[src/rtl/dmem_arbiter.sv]
// Two-requester round-robin arbiter in front of a single-port data memory.
// Each access takes one ACCESS cycle plus one DONE cycle, and every output is registered.
module dmem_arbiter #(
    parameter int ADDR_BITS = 5
) (
    input  logic        clk,
    input  logic        reset,
    input  logic        req_a,
    input  logic        req_b,
    input  logic        we_a,
    input  logic        we_b,
    input  logic [31:0] addr_a,
    input  logic [31:0] addr_b,
    input  logic [31:0] wdata_a,
    input  logic [31:0] wdata_b,
    output logic        gnt_a,
    output logic        gnt_b,
    output logic        done_a,
    output logic        done_b,
    output logic        err_a,
    output logic        err_b,
    output logic [31:0] rdata_a,
    output logic [31:0] rdata_b,
    output logic        mem_read,
    output logic        mem_write,
    output logic [31:0] endereco,
    output logic [31:0] write_data,
    input  logic [31:0] read_data,
    output logic        busy
);

    typedef enum logic [1:0] {IDLE, ACCESS, DONE} state_t;

    state_t      state_q, state_d;
    logic        last_b_q, last_b_d;    // high when B holds the most recent grant
    logic        owner_b_q, owner_b_d;
    logic        we_q, we_d;
    logic        oor_q, oor_d;
    logic        gnt_a_q, gnt_a_d, gnt_b_q, gnt_b_d;
    logic        done_a_q, done_a_d, done_b_q, done_b_d;
    logic        err_a_q, err_a_d, err_b_q, err_b_d;
    logic        mem_read_q, mem_read_d, mem_write_q, mem_write_d;
    logic [31:0] endereco_q, endereco_d, write_data_q, write_data_d;
    logic [31:0] rdata_a_q, rdata_a_d, rdata_b_q, rdata_b_d;
    logic        busy_q, busy_d;

    logic        win_b, sel_we, sel_oor;
    logic [31:0] sel_addr, sel_wdata, rd_val;

    always_comb begin
        win_b     = (req_a && req_b) ? !last_b_q : req_b;
        sel_we    = win_b ? we_b : we_a;
        sel_addr  = win_b ? addr_b : addr_a;
        sel_wdata = win_b ? wdata_b : wdata_a;
        sel_oor   = (sel_addr[31:ADDR_BITS] != '0);
        rd_val    = oor_q ? 32'd0 : read_data;
    end

    always_comb begin
        state_d      = state_q;
        last_b_d     = last_b_q;
        owner_b_d    = owner_b_q;
        we_d         = we_q;
        oor_d        = oor_q;
        gnt_a_d      = 1'b0;
        gnt_b_d      = 1'b0;
        done_a_d     = 1'b0;
        done_b_d     = 1'b0;
        err_a_d      = 1'b0;
        err_b_d      = 1'b0;
        mem_read_d   = 1'b0;
        mem_write_d  = 1'b0;
        endereco_d   = 32'd0;
        write_data_d = 32'd0;
        rdata_a_d    = rdata_a_q;
        rdata_b_d    = rdata_b_q;
        busy_d       = busy_q;
        case (state_q)
            IDLE, DONE: begin
                if (req_a || req_b) begin
                    state_d     = ACCESS;
                    busy_d      = 1'b1;
                    last_b_d    = win_b;
                    owner_b_d   = win_b;
                    we_d        = sel_we;
                    oor_d       = sel_oor;
                    gnt_a_d     = !win_b;
                    gnt_b_d     = win_b;
                    mem_read_d  = !sel_oor && !sel_we;
                    mem_write_d = !sel_oor && sel_we;
                    if (!sel_oor) begin
                        endereco_d   = sel_addr;
                        write_data_d = sel_we ? sel_wdata : 32'd0;
                    end
                end else begin
                    state_d = IDLE;
                    busy_d  = 1'b0;
                end
            end
            ACCESS: begin
                state_d  = DONE;
                busy_d   = 1'b1;
                done_a_d = !owner_b_q;
                done_b_d = owner_b_q;
                err_a_d  = !owner_b_q && oor_q;
                err_b_d  = owner_b_q && oor_q;
                if (!we_q) begin
                    if (owner_b_q) rdata_b_d = rd_val;
                    else           rdata_a_d = rd_val;
                end
            end
            default: begin
                state_d = IDLE;
                busy_d  = 1'b0;
            end
        endcase
    end

    always_ff @(posedge clk or posedge reset) begin
        if (reset) begin
            state_q      <= IDLE;
            last_b_q     <= 1'b1;
            owner_b_q    <= 1'b0;
            we_q         <= 1'b0;
            oor_q        <= 1'b0;
            gnt_a_q      <= 1'b0;
            gnt_b_q      <= 1'b0;
            done_a_q     <= 1'b0;
            done_b_q     <= 1'b0;
            err_a_q      <= 1'b0;
            err_b_q      <= 1'b0;
            mem_read_q   <= 1'b0;
            mem_write_q  <= 1'b0;
            endereco_q   <= 32'd0;
            write_data_q <= 32'd0;
            rdata_a_q    <= 32'd0;
            rdata_b_q    <= 32'd0;
            busy_q       <= 1'b0;
        end else begin
            state_q      <= state_d;
            last_b_q     <= last_b_d;
            owner_b_q    <= owner_b_d;
            we_q         <= we_d;
            oor_q        <= oor_d;
            gnt_a_q      <= gnt_a_d;
            gnt_b_q      <= gnt_b_d;
            done_a_q     <= done_a_d;
            done_b_q     <= done_b_d;
            err_a_q      <= err_a_d;
            err_b_q      <= err_b_d;
            mem_read_q   <= mem_read_d;
            mem_write_q  <= mem_write_d;
            endereco_q   <= endereco_d;
            write_data_q <= write_data_d;
            rdata_a_q    <= rdata_a_d;
            rdata_b_q    <= rdata_b_d;
            busy_q       <= busy_d;
        end
    end

    assign gnt_a      = gnt_a_q;
    assign gnt_b      = gnt_b_q;
    assign done_a     = done_a_q;
    assign done_b     = done_b_q;
    assign err_a      = err_a_q;
    assign err_b      = err_b_q;
    assign mem_read   = mem_read_q;
    assign mem_write  = mem_write_q;
    assign endereco   = endereco_q;
    assign write_data = write_data_q;
    assign rdata_a    = rdata_a_q;
    assign rdata_b    = rdata_b_q;
    assign busy       = busy_q;

endmodule

[config.mk]
export PLATFORM = sky130hd
export DESIGN_NAME = dmem_arbiter
export DESIGN_NICKNAME = d
export VERILOG_FILES = /design/src/rtl/dmem_arbiter.sv
export SDC_FILE = /design/constraint.sdc
export NUM_CORES = 1
export LEC_CHECK = 0
export ABC_AREA = 1
export BUFFER_PORTS_ARGS = -buffer_cell sky130_fd_sc_hd__buf_2
export CAP_MARGIN = 10
export CELL_PAD_IN_SITES_DETAIL_PLACEMENT = 0
export CELL_PAD_IN_SITES_GLOBAL_PLACEMENT = 2
export CORE_ASPECT_RATIO = 1.4
export CORE_MARGIN = 1.5
export CORE_UTILIZATION = 26
export DETAILED_ROUTE_END_ITERATION = 6
export PLACE_DENSITY_LB_ADDON = 0.1
export SLEW_MARGIN = 10
export SYNTH_ARGS = -nofsm -noshare
export SYNTH_HDL_FRONTEND = slang
export SYNTH_SLANG_ARGS = --single-unit
[constraint.sdc]
create_clock -name clk -period 5.87 [get_ports clk]
set_input_delay 0.587 -clock clk [delete_from_list [all_inputs] [get_ports clk]]
set_output_delay 0.587 -clock clk [all_outputs]
set_load 0.05 [all_outputs]
## Yosys cells after proc, flatten, opt, wreduce, memory -nomap -nowiden

Cells that the tools add are included.
Widths: inputs -> output; s select.

| storage, ports and cells | value |
|---|---|
| register bits after elaboration | 143 |
| latch bits | 0 |
| bits in writable memories | 0 |
| ROM bits | 0 |
| input bits | 166 |
| output and inout port bits | 137 |
| memories kept | 0 |

| operators by class | value |
|---|---|
| add/subtract/negate cells | 0 |
| $mul | 0 |
| div/mod/pow operators | 0 |
| $lt $le $gt $ge | 0 |
| equality and inequality tests | 2 |
| shift operators | 0 |
| mux-type cells | 28 |
| bitwise logic cells | 2 |
| reductions and logical operators | 17 |

Operators with widths:

| kind | number |
|---|---|
| $mux 32 | 10 |
| $reduce_bool 27->1 | 1 |
| $mux 1 | 16 |
| $reduce_and 3->1 | 2 |
| $logic_and 1x1->1 | 5 |
| $logic_not 1->1 | 5 |
| $pmux 2 s2 | 1 |
| $eq 2x1->1 const B | 1 |
| $eq 2x2->1 const B | 1 |
| $logic_not 2->1 | 1 |
| $not 1->1 | 2 |
| $pmux 1 s2 | 1 |
| $reduce_and 2->1 | 1 |
| $reduce_or 2->1 | 1 |
| $logic_or 1x1->1 | 1 |

## Logic depth before layout (Yosys ltp)

Gate-level depths: netlist of run 1.

| depth | value |
|---|---|
| depth after elaboration | 8 |
| depth in mapped cells | 12 |
| mapped depth without buffers | 11 |

## Worst setup path after synthesis of run 1

Ideal clock, no wire load.

| timing | value |
|---|---|
| path kind | input port to flip-flop |
| from | input port req_b |
| to | register write_data_q[10] (netlist: write_data[10]) |
| data arrival time | 1728 ps |
| setup slack | 4074 ps |
| stages | 12 |
| path buffers | 3 |
| cell sequence | buf_4 nand2_4 buf_6 nand2_1 nand2_1 nand2_1 nor2_1 nand2_1 nor2_2 nand3_4 buf_6 nor2_2 |

| on the way | value |
|---|---|
| cells in the longest elaborated chain, start to end | 7 |

Ends and longest elaborated chain:

| element | RTL line | source |
|---|---|---|
| start, declared | 9 | `input logic req_b,` |
| $logic_and 1x1->1 | 51 | `win_b = (req_a && req_b) ? !last_b_q : req_b;` |
| $mux 1 | 51 |  |
| $mux 32, or another cell as far along | 53 | `sel_addr = win_b ? addr_b : addr_a;` |
| $reduce_bool 27->1 or $mux 32 (tied branches) | 55, 93 |  |
| $mux 32 | 91 | `if (!sel_oor) begin` |
| $mux 32 * | 80 | `if (req_a \|\| req_b) begin` |
| $mux 32 * | 78 | `case (state_q)` |
| named net write_data_d[10] | 43 | `logic [31:0] endereco_q, endereco_d, write_data_q, write_data_d;` |
| end signal, assigned | 154 | `write_data_q <= write_data_d;` |
| end, declared | 43 |  |

The timed path passes the listed nets; every way through them passes the cells marked *.
A chain may end at the register's enable or synchronous reset.

## Worst setup path after layout of run 1

| timing | value |
|---|---|
| from | register last_b_q |
| to | register write_data_q[0] (netlist: write_data[0]) |

| on the way | value |
|---|---|
| cells in the longest elaborated chain, start to end | 7 |

Ends and longest elaborated chain:

| element | RTL line | source |
|---|---|---|
| start, declared | 35 | `logic last_b_q, last_b_d;` |
| start signal, assigned | 141 | `last_b_q <= last_b_d;` |
| $logic_not 1->1 * | 51 |  |
| $mux 1 * | 51 |  |
| $mux 32, or another cell as far along | 53 |  |
| $reduce_bool 27->1 or $mux 32 (tied branches) | 55, 93 |  |
| $mux 32 * | 91 |  |
| $mux 32 * | 80 |  |
| $mux 32 * | 78 |  |
| named net write_data_d[0] | 43 |  |

Marks and branches as above.

==> results of run 1 <==
-- cells in the final DEF, fill, tap and decap left out, types with 3 or more instances in the layout --
master and count:
buf_2 302, nand2_1 173, dfrtp_1 141, inv_1 100, mux2_2 60, nor2_1 52, nor2_2 30, conb_1 27
nand3b_1 21, clkbuf_16 17, mux2i_1 5, mux2_1 4, nand3_1 4, o21ai_0 4, bufinv_16 4, clkbuf_1 3
buf_4 3
-- worst paths after layout --
| check | depth (start not counted) | from | slack (ns) | end |
|---|---|---|---|---|
| worst max-delay path | 8 | last_b_q$_DFFE_PP1P_ | 2.52 | write_data[0]$_DFF_PP0_ |
| worst min-delay path | 2 | reset | 0.32 | endereco[21]$_DFF_PP0_ |
| worst min register to register | 1 | state_q[1]$_DFF_PP0_ | 0.42 | state_q[1]$_DFF_PP0_ |
| min in group clk | 1 | state_q[1]$_DFF_PP0_ | 0.42 | state_q[1]$_DFF_PP0_ |
| max in group asynchronous | 3 | reset | 4.31 | oor_q$_DFFE_PP0P_ |
| worst max register to register | 8 | last_b_q$_DFFE_PP1P_ | 2.52 | write_data[0]$_DFF_PP0_ |
-- registers in the layout (all words and copies together), names as in the netlist, 2 cells and up --
register / cells
rdata_a: 32
rdata_b: 32
endereco: 32
state_q: 2
write_data: 32
-- through the flow --
step | area [um2] | setup WS (ns) | power [mW]
2_1_floorplan | 6330 | 1.45 | 2.36
3_3_place_gp | 8090 | 2.22 | 2.73
3_5_place_dp | 8090 | 2.22 | 2.74
4_1_cts | 8710 | 2.42 | 3.89
5_1_grt | 8710 | 2.04 | 4.02
6_report | 8710 | 2.52 | 3.83
-- routing by layer --
layer,share of wire,up-vias,wire (um)
met1,0.39,2230,6990
met5,0.0022,-,40
met3,0.091,20,1620
met4,0.017,6,295
met2,0.50,201,8930
li1,-,2536,-
-- layout make-up --
type | count | share of cell area
Clock inverter | 10 | 0.0187
Sequential cell | 143 | 0.411
Clock buffer | 21 | 0.0517
Antenna cell | 2 | 0.000575
Tap cell | 306 | 0.0440
Inverter | 102 | 0.0445
Multi-Input combinational cell | 391 | 0.253
Timing Repair Buffer | 305 | 0.176
-- cells by family (layout without fill, tap and decap cells) --
logic type / after synthesis / count (layout) / share of synthesized area
other: 1 / 29 / 0.000602
AOI/OAI and AO/OA: 6 / 6 / 0.00482
and+or+nand+nor: 289 / 289 / 0.208
DFF: 143 / 143 / 0.575
buffers and inverters: 130 / 438 / 0.0886
muxes: 69 / 69 / 0.124
-- power groups by stage --
stage          logic, mW  clock network (mW)  registers [mW]
2_1_floorplan      0.346                   0            2.02
6_report            1.40                1.13            1.30
3_5_place_dp        1.42                   0            1.32
5_1_grt             1.48                1.21            1.33
4_1_cts             1.42                1.16            1.30
3_3_place_gp        1.42                   0            1.31
==> reports/metrics.yaml, run 1 <==
grtUsageTotal: 0.146
layout-drive-gt1-share: 0.445
arrival_ns: 3.69
grt_pass1_vias: 5147
rows: 66
synth-edff-count: 0
start_kind: "flip-flop"
ys_seq_elements: 143
leakage_nw: 5.19
grt_pass1_wl_mm: 27.5
setup_viol: 0
gr-usage-met1: 0.157
power_switching_mw: 1.55
path_class: "reg -> reg"
holdBufCountCts: 0
gr-usage-met3: 0.0637
drv_cap: 0
yosysSeqAreaShare: 0.575
clk_pin_slew_ns: 0.06
fin_cells: 1280
crit_chain: "nand2_2, nand2_4, inv_2, o21ai_0, nand3_1, nor2_2, nand3_4, nor2_1"
fin_hold_ws_ns: 0.321
status: "complete, no violations"
timing.fmax_mhz: 299
die_x_um: 134
cp.required_ns: 6.21
yosys.area.top_type: "dfrtp_1"
min_period_ns: 3.35
p_comb_frac: 0.365
cts_tree: "yes"
post_cts_resized: 0
antenna_left: 0
netlist_top_cells_count: "173 x nand2_1, 142 x dfrtp_1, 101 x inv_1"
slew_headroom: 0.449
peakVddDrop_mv: 0.225
register_area_um2: 3580
hold_viol: 0
top_level_ports: 303
gp_congestion: 0.723
cp_top_family: "simple AND/OR/NAND/NOR gates"
synth_top_area_share: 0.571
fin_tns_setup_ns: 0
rsz0062_at_grt: "no"
yosysWarnings: 0
grt_max_degree: 92
wl_mm: 17.9
hpwlAfterDp_mm: 13.2
avgSynthCellArea_um2: 9.76
p_per_area_nw_per_um2: 440
first_pass_iters: 4
cts_inserted_buffers: 17
floorplan.initialDensity: 0.267
path_buf_inv: 1
place_inst: 1247
cts_buffer_depth: 2
synth_cell_type_count: 26
wl_per_cell_um: 14.0
antenna_found_initial: 5
crit_slowest_cell: "nand2_4"
core_area_um2: 23400
yosysMostFrequentCell: "nand2_1"
min_period_over_period: 0.570
multiInputGateArea_um2: 2210
clk-insertion-delay-late_ns: 0.42
min-delay-path-class: "in -> async"
worstMarginPinSlew_ns: 0.826
htreeDepth: 4
ys.flop_type: "dfrtp_1"
clkPwrFrac: 0.296
skew_ns: 0.00964
internal_power_mw: 2.28
port_buffers: 302
cts_root_buffer: "clkbuf_16"
drtIter0Drc: 117
clkSinkCount: 143
finalMaxSlewViolations: 0
endpoint_kind: "flip-flop"
slowest_delay_ns: 0.66
busiest_layer: "met2"
post_drt_via_cell_ratio: 3.90
synthArstFlopShare: 1.00
syn_inst: 638
p_sw_frac: 0.404
grt_util_met2: 0.256
vias: 4993
crit_fanout: 70
grt.overflow.total: 0
drc: 0
die_area_um2: 24900
synth_area_um2: 6230
num-nets-final: 1126
fillers: 2485
p_seq_frac: 0.339
post_cts_buffers: 0
postLayoutCoreUtil: 0.373
ys_top_cells_by_area: "dfrtp_1 57%, mux2_2 11%, nand2_1 10%, inv_1 6.1%, nor2_1 3.1%"
die_h_um: 186
area_growth_syn_to_layout_pct: 39.9
Note: power is estimated with default switching activity, not from simulation.
==> run 2: changes to the inputs <==
==> constraint.sdc (replaced) <==
create_clock -name clk -period 3.4 [get_ports clk]
set_input_delay 0.34 -clock clk [delete_from_list [all_inputs] [get_ports clk]]
set_output_delay 0.34 -clock clk [all_outputs]
set_load 0.05 [all_outputs]
==> reports/metrics.yaml, run 2 (same netlist as run 1, synthesis figures left out) <==
clk-insertion-delay-late_ns: 0.42  # about the same
leakage_nw: 5.20  # was 5.19 nW
cp.required_ns: 3.73  # was 6.21 ns
status: "complete, no violations"  # unchanged
hpwlAfterDp_mm: 13.4  # was 13.2 mm
endpoint_kind: "flip-flop"  # unchanged
place_inst: 1253  # was 1247
wl_per_cell_um: 13.9  # was 14.0 um
cts_buffer_depth: 2  # unchanged
final_common_cell: "buf_2"  # unchanged
p_seq_frac: 0.340  # was 0.339
finalMaxSlewViolations: 0  # unchanged
first_pass_iters: 5  # was 4
post_cts_buffers: 0  # unchanged
grt_pass1_wl_mm: 27.6  # was 27.5 mm
hold_viol: 0  # unchanged
path_class: "reg -> reg"  # unchanged
top_level_ports: 303  # unchanged
timing.fmax_mhz: 356  # was 299 MHz
crit_fanout: 33  # was 70
clkPwrFrac: 0.286  # was 0.296
p_sw_frac: 0.410  # was 0.404
drc: 0  # unchanged
die_h_um: 186  # unchanged
final_cell_mix: "302 x buf_2, 173 x nand2_1, 142 x dfrtp_1"  # was 302 x buf_2, 173 x nand2_1, 141 x dfrtp_1
worst_slack_ns: 0.588  # was 2.52 ns
fin_hold_ws_ns: 0.149  # was 0.321 ns
antenna_left: 0  # unchanged
peakVddDrop_mv: 0.335  # was 0.225 mV
r2r_slack_ns: 0.59  # was 2.52 ns
internal_power_mw: 3.85  # was 2.28 mW
place_ws_ns: 0.471  # was 2.22 ns
htreeDepth: 4  # unchanged
clkSinkCount: 143  # unchanged
worstMarginPinSlew_ns: 0.765  # was 0.826 ns
rsz0062_at_grt: "no"  # unchanged
fillers: 2452  # was 2485
grtUsageTotal: 0.146  # about the same
port_buffers: 302  # unchanged
wl_mm: 17.8  # was 17.9 mm
gp_congestion: 0.698  # was 0.723
slowest_delay_ns: 0.53  # was 0.66 ns
die_area_um2: 24900  # unchanged
register_area_um2: 3580  # about the same
multiInputGateArea_um2: 2210  # unchanged
p_per_area_nw_per_um2: 745  # was 440 nW/um2
arrival_ns: 3.15  # was 3.69 ns
cts_inserted_buffers: 17  # unchanged
start_kind: "flip-flop"  # unchanged
clk_pin_slew_ns: 0.06  # about the same
grt.overflow.total: 0  # unchanged
setup_viol: 0  # unchanged
min_period_over_period: 0.827  # was 0.570
skew_ns: 0.00906  # was 0.00964 ns
num-nets-final: 1132  # was 1126
post_cts_resized: 0  # unchanged
grt_max_degree: 144  # was 92
die_x_um: 134  # unchanged
min-delay-path-class: "in -> async"  # unchanged
drv_cap: 0  # unchanged
cts_tree: "yes"  # unchanged
min_period_ns: 2.81  # was 3.35 ns
fin_cells: 1286  # was 1280
area_growth_syn_to_layout_pct: 40.5  # was 39.9%
core_area_um2: 23400  # unchanged
cts_root_buffer: "clkbuf_16"  # unchanged
critPathMostFrequentCell: "nor2_2"
postPlaceCellArea_um2: 8150  # was 8090 um2
crit_slowest_cell: "dfstp_2"  # was nand2_4
floorplan.initialDensity: 0.267  # unchanged
post_drt_via_cell_ratio: 3.88  # was 3.90
p_comb_frac: 0.374  # was 0.365
fin_tns_setup_ns: 0  # unchanged
vias: 4990  # was 4993
grt_pass1_vias: 5110  # was 5147
fin_area_um2: 8750  # was 8710 um2
drtIter0Drc: 126  # was 117
slew_headroom: 0.490  # was 0.449
crit_chain: "nand2_2, nand2_4, buf_4, nand2_1, o21ai_0, nand3_1, nor2_2, nand3_4, nor2_2"  # was nand2_2, nand2_4, inv_2, o21ai_0, nand3_1, nor2_2, nand3_4, nor2_1
power_switching_mw: 2.68  # was 1.55 mW
antenna_found_initial: 3  # was 5
rows: 66  # unchanged
layout-drive-gt1-share: 0.451  # was 0.445
holdBufCountCts: 0  # unchanged
## run 2: cell count changes in the layout (fill, tap and decap cells not counted)
cell	delta
clkbuf_8	+2
clkinvlp_4	+4
buf_12	+1
diode_2	-1
bufinv_16	-2
clkbuf_1	-3
dfrtp_1	+1
buf_4	+5
dfrtp_2	-1
## run 2: power by group through the flow
stage / combinational [mW] / sequential, mW / clock [mW]
2_1_floorplan: 0.597 / 3.49 / 0
3_3_place_gp: 2.48 / 2.25 / 0
3_5_place_dp: 2.48 / 2.26 / 0
4_1_cts: 2.48 / 2.23 / 1.94
5_1_grt: 2.59 / 2.28 / 2.00
6_report: 2.44 / 2.22 / 1.86
## run 2: worst max-delay path, delay by kind of cell (launching register included)
family | cells | cell delay (ns)
compound gates | 1 | 0.08
flops | 1 | 0.53
buf+inv | 1 | 0.30
simple gates | 7 | 1.77
## run 2: area by class of cell
cell class                 count  area share
antenna                        1    0.000286
clock buffer                  20      0.0533
clock inverter                12      0.0153
inverter                     102      0.0442
multi-input combinational    391       0.252
sequential                   143       0.409
tap                          306      0.0438
timing repair buffer         311       0.182
## run 2: per-stage QoR
stage | total power [mW] | utilization
2_1_floorplan | 4.08 | -
3_3_place_gp | 4.73 | 0.349
3_5_place_dp | 4.74 | 0.349
4_1_cts | 6.65 | 0.374
5_1_grt | 6.86 | 0.374
6_report | 6.52 | 0.374
## run 2: path summary, 6_finish.rpt
kind / start / end / depth (start not counted)
max: last_b_q$_DFFE_PP1P_ / write_data[15]$_DFF_PP0_ / 9
min: reset / busy$_DFF_PP0_ / 3
max reg2reg: last_b_q$_DFFE_PP1P_ / write_data[15]$_DFF_PP0_ / 9
min reg2reg: state_q[1]$_DFF_PP0_ / state_q[1]$_DFF_PP0_ / 1
max in group asynchronous: reset / endereco[12]$_DFF_PP0_ / 3
min in group clk: we_a / mem_read$_DFF_PP0_ / 4
## run 2: routing by layer
metal	track usage	vias to the layer above	share of wire	routed length (um)
met3	0.0531	19	0.078	1400
met5	0	-	0.0015	27
li1	-	2552	-	-
met1	0.168	2217	0.40	7190
met2	0.249	198	0.50	8950
met4	0.0500	4	0.015	265
